[src/rtl/prog_pkg.sv]
// Shared constants and types for the RAT MCU program-address generator.
// Holds the next-PC selection encoding used by the priority resolver.
package prog_pkg;

    localparam int DEF_ADDR_W = 10;
    localparam logic [DEF_ADDR_W-1:0] DEF_INTR_VEC = 10'h3FF;

    typedef logic [DEF_ADDR_W-1:0] pc_addr_t;

    typedef enum logic [2:0] {
        SEL_HOLD,
        SEL_INC,
        SEL_IMMED,
        SEL_STACK,
        SEL_VEC,
        SEL_ZERO
    } pc_sel_e;

endpackage

[src/rtl/prog_counter_if.sv]
// Command and status bundle between the control unit and the PC block.
// master = control unit, slave = program counter.
interface prog_counter_if #(
    parameter int ADDR_W      = 10,
    parameter int STACK_DEPTH = 8
);
    localparam int LVL_W = $clog2(STACK_DEPTH) + 1;

    logic              PC_INC;
    logic              PC_JMP;
    logic              PC_CALL;
    logic              PC_RET;
    logic              PC_INTR;
    logic [ADDR_W-1:0] FROM_IMMED;
    logic [ADDR_W-1:0] PC_COUNT;
    logic [LVL_W-1:0]  STACK_LVL;
    logic              STACK_EMPTY;
    logic              STACK_FULL;
    logic              STACK_ERR;

    modport master (
        output PC_INC, PC_JMP, PC_CALL, PC_RET, PC_INTR, FROM_IMMED,
        input  PC_COUNT, STACK_LVL, STACK_EMPTY, STACK_FULL, STACK_ERR
    );

    modport slave (
        input  PC_INC, PC_JMP, PC_CALL, PC_RET, PC_INTR, FROM_IMMED,
        output PC_COUNT, STACK_LVL, STACK_EMPTY, STACK_FULL, STACK_ERR
    );

endinterface

[src/rtl/ret_stack.sv]
// Hardware return-address LIFO with full/empty guards.
// err pulses for one cycle on a dropped push or an empty pop.
module ret_stack #(
    parameter int ADDR_W = 10,
    parameter int DEPTH  = 8,
    localparam int LVL_W = $clog2(DEPTH) + 1,
    localparam int IDX_W = $clog2(DEPTH)
) (
    input  logic              clk,
    input  logic              rst,
    input  logic              push,
    input  logic              pop,
    input  logic [ADDR_W-1:0] push_data,
    output logic [ADDR_W-1:0] pop_data,
    output logic [LVL_W-1:0]  lvl,
    output logic              empty,
    output logic              full,
    output logic              err
);

    logic [ADDR_W-1:0] mem [DEPTH];
    logic [IDX_W-1:0]  wr_idx;
    logic [IDX_W-1:0]  rd_idx;
    logic              do_push;
    logic              do_pop;

    assign empty   = (lvl == '0);
    assign full    = (lvl == LVL_W'(DEPTH));
    assign wr_idx  = lvl[IDX_W-1:0];
    assign rd_idx  = wr_idx - IDX_W'(1);
    assign do_push = push & ~full;
    assign do_pop  = pop & ~push & ~empty;
    assign pop_data = mem[rd_idx];
    assign err     = (push & full) | (pop & ~push & empty);

    // Occupancy counter: up on accepted push, down on accepted pop.
    always_ff @(posedge clk) begin
        if (rst) begin
            lvl <= '0;
        end else if (do_push) begin
            lvl <= lvl + LVL_W'(1);
        end else if (do_pop) begin
            lvl <= lvl - LVL_W'(1);
        end
    end

    // Entry storage; contents need no reset since the level gates reads.
    always_ff @(posedge clk) begin
        if (do_push && !rst) begin
            mem[wr_idx] <= push_data;
        end
    end

endmodule

[src/rtl/prog_counter.sv]
// Program counter for the RAT MCU fetch path: priority resolver,
// next-PC mux, PC register and sticky stack-error flag.
module prog_counter #(
    parameter int ADDR_W      = prog_pkg::DEF_ADDR_W,
    parameter int STACK_DEPTH = 8,
    parameter logic [ADDR_W-1:0] INTR_VEC = prog_pkg::DEF_INTR_VEC
) (
    input logic         CLK,
    input logic         RST,
    prog_counter_if.slave bus
);
    import prog_pkg::*;

    localparam int LVL_W = $clog2(STACK_DEPTH) + 1;

    pc_sel_e           sel;
    logic              push;
    logic              pop;
    logic [ADDR_W-1:0] pc_q;
    logic [ADDR_W-1:0] pc_d;
    logic [ADDR_W-1:0] pc_inc;
    logic [ADDR_W-1:0] push_data;
    logic [ADDR_W-1:0] pop_data;
    logic [LVL_W-1:0]  lvl;
    logic              st_empty;
    logic              st_full;
    logic              st_err;
    logic              err_q;

    assign pc_inc    = pc_q + ADDR_W'(1);
    assign push_data = bus.PC_INTR ? pc_q : pc_inc;

    // Priority resolver: one command wins, the rest have no effect.
    always_comb begin
        sel  = SEL_HOLD;
        push = 1'b0;
        pop  = 1'b0;
        if (bus.PC_INTR) begin
            sel  = SEL_VEC;
            push = 1'b1;
        end else if (bus.PC_RET) begin
            pop = 1'b1;
            sel = st_empty ? SEL_ZERO : SEL_STACK;
        end else if (bus.PC_CALL) begin
            sel  = SEL_IMMED;
            push = 1'b1;
        end else if (bus.PC_JMP) begin
            sel = SEL_IMMED;
        end else if (bus.PC_INC) begin
            sel = SEL_INC;
        end
    end

    // Next-PC mux driven by the resolved selection.
    always_comb begin
        pc_d = pc_q;
        unique case (sel)
            SEL_HOLD:  pc_d = pc_q;
            SEL_INC:   pc_d = pc_inc;
            SEL_IMMED: pc_d = bus.FROM_IMMED;
            SEL_STACK: pc_d = pop_data;
            SEL_VEC:   pc_d = INTR_VEC;
            SEL_ZERO:  pc_d = '0;
            default:   pc_d = pc_q;
        endcase
    end

    // PC register feeding the ROM address.
    always_ff @(posedge CLK) begin
        if (RST) begin
            pc_q <= '0;
        end else begin
            pc_q <= pc_d;
        end
    end

    // Sticky error: any dropped push or empty pop until reset.
    always_ff @(posedge CLK) begin
        if (RST) begin
            err_q <= 1'b0;
        end else if (st_err) begin
            err_q <= 1'b1;
        end
    end

    ret_stack #(
        .ADDR_W (ADDR_W),
        .DEPTH  (STACK_DEPTH)
    ) u_stack (
        .clk       (CLK),
        .rst       (RST),
        .push      (push),
        .pop       (pop),
        .push_data (push_data),
        .pop_data  (pop_data),
        .lvl       (lvl),
        .empty     (st_empty),
        .full      (st_full),
        .err       (st_err)
    );

    assign bus.PC_COUNT    = pc_q;
    assign bus.STACK_LVL   = lvl;
    assign bus.STACK_EMPTY = st_empty;
    assign bus.STACK_FULL  = st_full;
    assign bus.STACK_ERR   = err_q;

endmodule

[src/flat_wrapper.sv]
// flat-port wrapper written by rule: the top's interface ports become plain ports
module prog_counter_flat import prog_pkg::*;
#(
    parameter int ADDR_W      = prog_pkg::DEF_ADDR_W,
    parameter int STACK_DEPTH = 8,
    parameter logic [ADDR_W-1:0] INTR_VEC = prog_pkg::DEF_INTR_VEC
)
  (CLK, RST, bus_PC_INC, bus_PC_JMP, bus_PC_CALL, bus_PC_RET, bus_PC_INTR, bus_FROM_IMMED, bus_PC_COUNT, bus_STACK_LVL, bus_STACK_EMPTY, bus_STACK_FULL, bus_STACK_ERR);
  prog_counter_if #(.ADDR_W(ADDR_W), .STACK_DEPTH(STACK_DEPTH)) bus_i ();
  input logic CLK;
  input logic RST;
  input wire logic [$bits(bus_i.PC_INC)-1:0] bus_PC_INC;
  input wire logic [$bits(bus_i.PC_JMP)-1:0] bus_PC_JMP;
  input wire logic [$bits(bus_i.PC_CALL)-1:0] bus_PC_CALL;
  input wire logic [$bits(bus_i.PC_RET)-1:0] bus_PC_RET;
  input wire logic [$bits(bus_i.PC_INTR)-1:0] bus_PC_INTR;
  input wire logic [$bits(bus_i.FROM_IMMED)-1:0] bus_FROM_IMMED;
  output wire logic [$bits(bus_i.PC_COUNT)-1:0] bus_PC_COUNT;
  output wire logic [$bits(bus_i.STACK_LVL)-1:0] bus_STACK_LVL;
  output wire logic [$bits(bus_i.STACK_EMPTY)-1:0] bus_STACK_EMPTY;
  output wire logic [$bits(bus_i.STACK_FULL)-1:0] bus_STACK_FULL;
  output wire logic [$bits(bus_i.STACK_ERR)-1:0] bus_STACK_ERR;
  assign bus_i.PC_INC = bus_PC_INC;
  assign bus_i.PC_JMP = bus_PC_JMP;
  assign bus_i.PC_CALL = bus_PC_CALL;
  assign bus_i.PC_RET = bus_PC_RET;
  assign bus_i.PC_INTR = bus_PC_INTR;
  assign bus_i.FROM_IMMED = bus_FROM_IMMED;
  assign bus_PC_COUNT = bus_i.PC_COUNT;
  assign bus_STACK_LVL = bus_i.STACK_LVL;
  assign bus_STACK_EMPTY = bus_i.STACK_EMPTY;
  assign bus_STACK_FULL = bus_i.STACK_FULL;
  assign bus_STACK_ERR = bus_i.STACK_ERR;
  prog_counter #(.ADDR_W(ADDR_W), .STACK_DEPTH(STACK_DEPTH), .INTR_VEC(INTR_VEC)) u_core (.CLK(CLK), .RST(RST), .bus(bus_i));
endmodule
[config.mk]
export PLATFORM = sky130hd
export DESIGN_NAME = prog_counter_flat
export DESIGN_NICKNAME = d
export VERILOG_FILES = /design/src/rtl/prog_pkg.sv /design/src/rtl/prog_counter_if.sv /design/src/rtl/ret_stack.sv /design/src/rtl/prog_counter.sv /design/src/flat_wrapper.sv
export SDC_FILE = /design/constraint.sdc
export NUM_CORES = 1
export LEC_CHECK = 0
export ABC_AREA = 0
export CAP_MARGIN = 20
export CORE_ASPECT_RATIO = 1.75
export CORE_MARGIN = 2
export CORE_UTILIZATION = 55
export CTS_CLUSTER_DIAMETER = 30
export DETAILED_ROUTE_END_ITERATION = 16
export PLACE_DENSITY_LB_ADDON = 0.08
export SYNTH_ARGS = -nofsm -noshare
export SYNTH_HDL_FRONTEND = slang
export SYNTH_HIERARCHICAL = 1
export SYNTH_SLANG_ARGS = --single-unit
[constraint.sdc]
create_clock -name CLK -period 7.9 [get_ports CLK]
set_clock_uncertainty 0.2 [all_clocks]
set_input_delay 1.185 -clock CLK [delete_from_list [all_inputs] [get_ports CLK]]
set_output_delay 1.185 -clock CLK [all_outputs]
set_load 0.05 [all_outputs]
* Word-level counts from Yosys, hierarchy flattened
Memory sizes are Yosys's and may differ from the RTL's.
Cells that the tools add are included.
Widths: inputs -> output; s select.
** Word-level totals
- Register bits after elaboration :: 15
- Bits in writable memories :: 80
- Bits of input ports :: 17
- Word-level logic and storage cells :: 45
- Memories kept :: 1
** Memories
- u_core.u_stack.mem :: words 8, bits a word 10, rd ports 1, clocked after Yosys merged registers in 0, wr ports 1, RTL line ret_stack.sv:21 : logic [ADDR_W-1:0] mem [DEPTH];
** Cells by class
- Add/sub/neg operators :: 4
- Eq/ne operators :: 6
- Multiplexer cells :: 17
- Bitwise gates (word level) :: 9
- Reduce and logical (&&, ||, !) cells :: 5
** Operators by type and width (number)
- $pmux 10 s5 :: 1
- $mux 3 :: 5
- $add 10x1->10 const B :: 1
- $mux 10 :: 1
- $mux 1 :: 8
- $mux 4 :: 2
- $eq 3x2->1 const B :: 2
- $eq 3x3->1 const B :: 2
- $and 1x1->1 :: 5
- $reduce_bool 5->1 :: 1
- $add 4x1->4 const B :: 1
- $eq 4x4->1 const B :: 1
- $logic_not 4->1 :: 1
- $sub 4x1->4 const B :: 1
- $eq 3x1->1 const B :: 1
- $not 1->1 :: 3
- $sub 3x1->3 const B :: 1
- $reduce_bool 2->1 :: 1
- $logic_and 1x1->1 :: 1
- $logic_not 1->1 :: 1
- $or 1x1->1 :: 1

* Depth between registers and ports, before layout
- Word-level depth :: 8
- Depth in mapped cells :: 12
- Mapped depth without buffers :: 10

* Hierarchy
Netlist, hierarchy kept.
** Modules (own cells, without submodules)
- ret_stack :: times used 1, cells an instance 169, area an instance 3475.8 um^2, seq. area each 2482.4 um^2
- prog_counter :: times used 1, cells an instance 119, area an instance 919.6 um^2, seq. area each 220.2 um^2

* Least setup slack after synthesis
OpenSTA, ideal clock, no wires.
- Path type :: input to register
- From :: input port bus_PC_INTR
- To :: memory u_core.u_stack.mem[1][0], enable pin
- Setup time :: 390 ps
- Data arrival time :: 2839 ps
- Required time :: 7310 ps
- Path slack :: 4471 ps
- Cell stages on the path :: 6
- Path buffers :: 3
- Cells stage by stage :: clkbuf_1 > buf_2 > a21o_1 > buf_2 > nand4_1 > nor3_1
** Between the ends
- Longest elaborated chain between the ends :: 5
** Ends and longest elaborated chain
- from (decl) :: RTL line flat_wrapper.sv:16 : input wire logic [$bits(bus_i.PC_INTR)-1:0] bus_PC_INTR;
- $mux 1 :: RTL line prog_counter.sv:38 : if (bus.PC_INTR) begin
- named net u_core.push :: RTL line prog_counter.sv:17 : logic push;
- $and 1x1->1 :: RTL line ret_stack.sv:31 : assign do_push = push & ~full;
- $logic_and 1x1->1 :: RTL line ret_stack.sv:49 : if (do_push && !rst) begin
- $mux 1 :: RTL line ret_stack.sv:49
- $mux 1 (implied by the code) :: RTL line ret_stack.sv:50 : mem[wr_idx] <= push_data;
- to (decl) :: RTL line ret_stack.sv:21
The timed path passes the listed nets, and every way through them passes these cells.

* Worst setup path in the final report
- From :: register u_core.u_stack.lvl[0]
- To :: output port bus_STACK_FULL
** Between the ends
- Longest elaborated chain between the ends :: 1
** Ends and longest elaborated chain
- from (decl) :: RTL line ret_stack.sv:15 : output logic [LVL_W-1:0] lvl,
- from (signal assigned) :: RTL line ret_stack.sv:41 : lvl <= lvl + LVL_W'(1);
- from (signal assigned) :: RTL line ret_stack.sv:43 : lvl <= lvl - LVL_W'(1);
- $eq 4x4->1 :: RTL line ret_stack.sv:28 : assign full = (lvl == LVL_W'(DEPTH));
- to (decl) :: RTL line flat_wrapper.sv:21 : output wire logic [$bits(bus_i.STACK_FULL)-1:0] bus_STACK_FULL;
No other way between the ends.

==> impl_metrics.csv <==
group,metric,value,unit
clocking,htreeDepth,3,
clocking,cts-resized-gates,0,
setup_path,start_kind,"register",
clocking,cts_hold_buf,0,
synth,synth_compound_gate_area_share,6.58,%
synth,synthArstFlopShare,0,%
clocking,clk_pin_slew,70,ps
detailed_routing,drt_drc_violations_left,0,
synth,synth_adder_area_share,1.59,%
hold_path,min_path_type,"reg2reg",
detailed_routing,vias,2490,
synth,synth_top_family_by_area,"multiplexers",
setup_path,cp_top_family,"buffers and inverters",
clocking,clock_path_buffers,2,
synth,synth_seq_cells,95,
clocking,root_buffer,"clkbuf_16",
detailed_routing,viasPerCell,6.01,
clocking,cts_buffers,9,
synth,synth_edf_count,80,
synth,ys_types,53,
die,coreArea,0.00786,mm2
global_route,antenna_found_initial,0,
detailed_routing,antenna_left,0,
job,drv_cap,0,
sta,period_needed,4020,ps
power_and_ir_drop,power_density,368,mW/mm2
setup_path,critPathCaptureType,"output pin",
sta,finalSetupViolations,0,
synth,syn_nets,310,
clocking,cts.sinks,95,
place,place_area,0.00475,mm2
layout,n_antenna_cell,0,
synth,yosys_warnings,6,
sta,rsz0062_at_grt,"no",
die,die_h,122,um
place,hpwlAfterDp,6260,um
die,die_w,71.6,um
clocking,cts_tree,"done",
sta,hold_viol,0,
detailed_routing,drt-pass1-iter-count,4,
sta,period_share,50.9,%
sta,tightestPinTransition,905,ps
run_status,status,"completed",
global_route,first_global_vias,2505,
layout,stdcell_area,0.00504,mm2
setup_path,cp_data_arrival_time,2640,ps
power_and_ir_drop,ir_worst_vdd,0.238,mV
detailed_routing,wl_per_cell,21.3,um
place,portBuffers,33,
layout,drive_gt1_share,17.3,%
setup_path,cp_num_buf_inv,4,
layout,syn2layout_area_growth,14.7,%
clocking,cts_setup_buffers,0,
layout,mostFrequentLayoutCell,"edfxtp_1",
setup_path,cp_max_fo,26,
global_route,grt_max_degree,27,
layout,final_nets,341,
setup_path,critPathKind,"reg2out",
synth,synth_xor_area_share,4.01,%
layout,final_cell_mix,"80 x edfxtp_1, 33 x clkdlybuf4s50_1, 21 x nor2_1",
detailed_routing,wirelength,8840,um
die,rows,43,
die,start_util,56.0,%
place,gp_congestion,0.924,
synth,yosys_most_used_dff,"edfxtp_1",
synth,muxShareOfSynthArea,14.7,%
die,fp.dieArea,0.00875,mm2
setup_path,path_cells,"buf_4 > inv_1 > ha_1 > and2b_2 > nand2_1 > inv_1 > clkdlybuf4s50_1",
synth,syn_inst,288,
layout,fill_cells,557,
sta,fmax,248,MHz
setup_path,crit_slowest_cell,"clkdlybuf4s50_1",
global_route,grt_use_total,21.7,%
setup_path,cp_common_cell,"inv_1",
global_route,grt_pass1_wl,13800,um
setup_path,crit_required,6510,ps
synth,syn_area,0.00440,mm2
synth,ys_seq_area_share,61.5,%
global_route,grt_overflow,0,
power_and_ir_drop,p_leak,1.69,nW
sta,worst_slew_margin_rel,39.4,%
detailed_routing,drtIter0Drc,117,
clocking,clk_latency,340,ps
die,io_pins,34,
synth,synth-simple-area-share,8.63,%
sta,tns,0,ps
sta,slew_viol_final,0,
setup_path,slowest_delay,690,ps
synth,avgSynthCellArea,15.3,um2
## worst register-to-register path: stages (launching register included)
cell and delay [ps]:
dfxtp_1 310, buf_4 400, inv_1 140, ha_1 860, mux4_1 440, mux2_2 300
a2111oi_0 510, nor3_2 60
## report_power, final
part | internal (mW) | switching (mW) | total [mW]
sequential | 0.626 | 0.0514 | 0.677
clock | 0.221 | 0.199 | 0.420
combinational | 0.357 | 0.400 | 0.757
total | 1.20 | 0.650 | 1.85
## worst paths after layout
check                                      from                             endpoint  slack [ps]  cells past startpoint
max          u_core/u_stack/lvl[0]$_SDFFE_PP0P_                       bus_STACK_FULL        3880                      7
min           u_core/bus.STACK_ERR$_SDFFE_PP0P_    u_core/bus.STACK_ERR$_SDFFE_PP0P_         290                      2
max reg2reg  u_core/u_stack/lvl[0]$_SDFFE_PP0P_  u_core/bus.PC_COUNT[0]$_SDFFE_PP0P_        4570                      7
min reg2reg   u_core/bus.STACK_ERR$_SDFFE_PP0P_    u_core/bus.STACK_ERR$_SDFFE_PP0P_         290                      2
## final cells by class
type | instances | area, um2 | share of cell area, %
Clock inverter | 7 | 62.6 | 1.24
Clock buffer | 9 | 225 | 4.47
Multi-Input combinational cell | 170 | 1560 | 30.9
Sequential cell | 95 | 2700 | 53.6
Tap cell | 90 | 113 | 2.23
Timing Repair Buffer | 36 | 353 | 7.00
Inverter | 7 | 26.3 | 0.521
## sequential cells by signal (all words and copies together) (netlist names)
signal and cells:
u_core/u_stack/lvl 4, u_core/u_stack/mem 80, u_core/bus.PC_COUNT 10, u_core/bus.STACK_ERR 1
## per-stage QoR
stage	std cells	power, mW	util [%]	setup slack, ps	hold WS [ps]
floorplan	288	1.28	-	4470	494
global placement	398	1.44	60.5	3840	254
detailed placement	398	1.45	60.5	3760	273
CTS	414	1.87	64.2	3840	289
global route	414	1.94	64.2	3720	328
finish	414	1.85	64.2	3880	290
## logic make-up after synthesis
logic type	Yosys count
AO/OA/AOI/OAI	41
flip-flops	95
multiplexers	33
XOR/XNOR	18
buffers and inverters	23
adder cells (fa/ha/maj)	5
AND/OR/NAND/NOR	73
## routing by layer
layer / GRT usage, % / vias up / share of wire (%)
li1: - / 1178 / -
met4: 7.90 / 0 / 1.8
met1: 28.0 / 1249 / 42
met3: 3.69 / 12 / 3.1
met2: 36.7 / 51 / 53
met5: 0 / - / 0
## Yosys cell counts (3+ instances only)
| master | number | area, um2 |
|---|---|---|
| a211oi_1 | 11 | 82.6 |
| a21oi_1 | 7 | 35.0 |
| buf_2 | 6 | 30.0 |
| buf_6 | 3 | 33.8 |
| clkbuf_1 | 5 | 18.8 |
| dfxtp_1 | 15 | 300 |
| edfxtp_1 | 80 | 2400 |
| ha_1 | 4 | 50.1 |
| inv_1 | 7 | 26.3 |
| mux2_2 | 4 | 45.0 |
| mux2_4 | 7 | 105 |
| mux4_1 | 3 | 78.8 |
| mux4_2 | 18 | 405 |
| nand2_1 | 15 | 56.3 |
| nand2b_1 | 4 | 25.0 |
| nand3_1 | 5 | 25.0 |
| nand4_1 | 5 | 31.3 |
| nor2_1 | 21 | 78.8 |
| nor2b_1 | 3 | 18.8 |
| nor3_1 | 6 | 30.0 |
| o21a_1 | 5 | 37.5 |
| o21ai_1 | 3 | 15.0 |
| xnor2_1 | 9 | 78.8 |
| xor2_1 | 8 | 70.1 |
(Power assumes the default switching activity.)
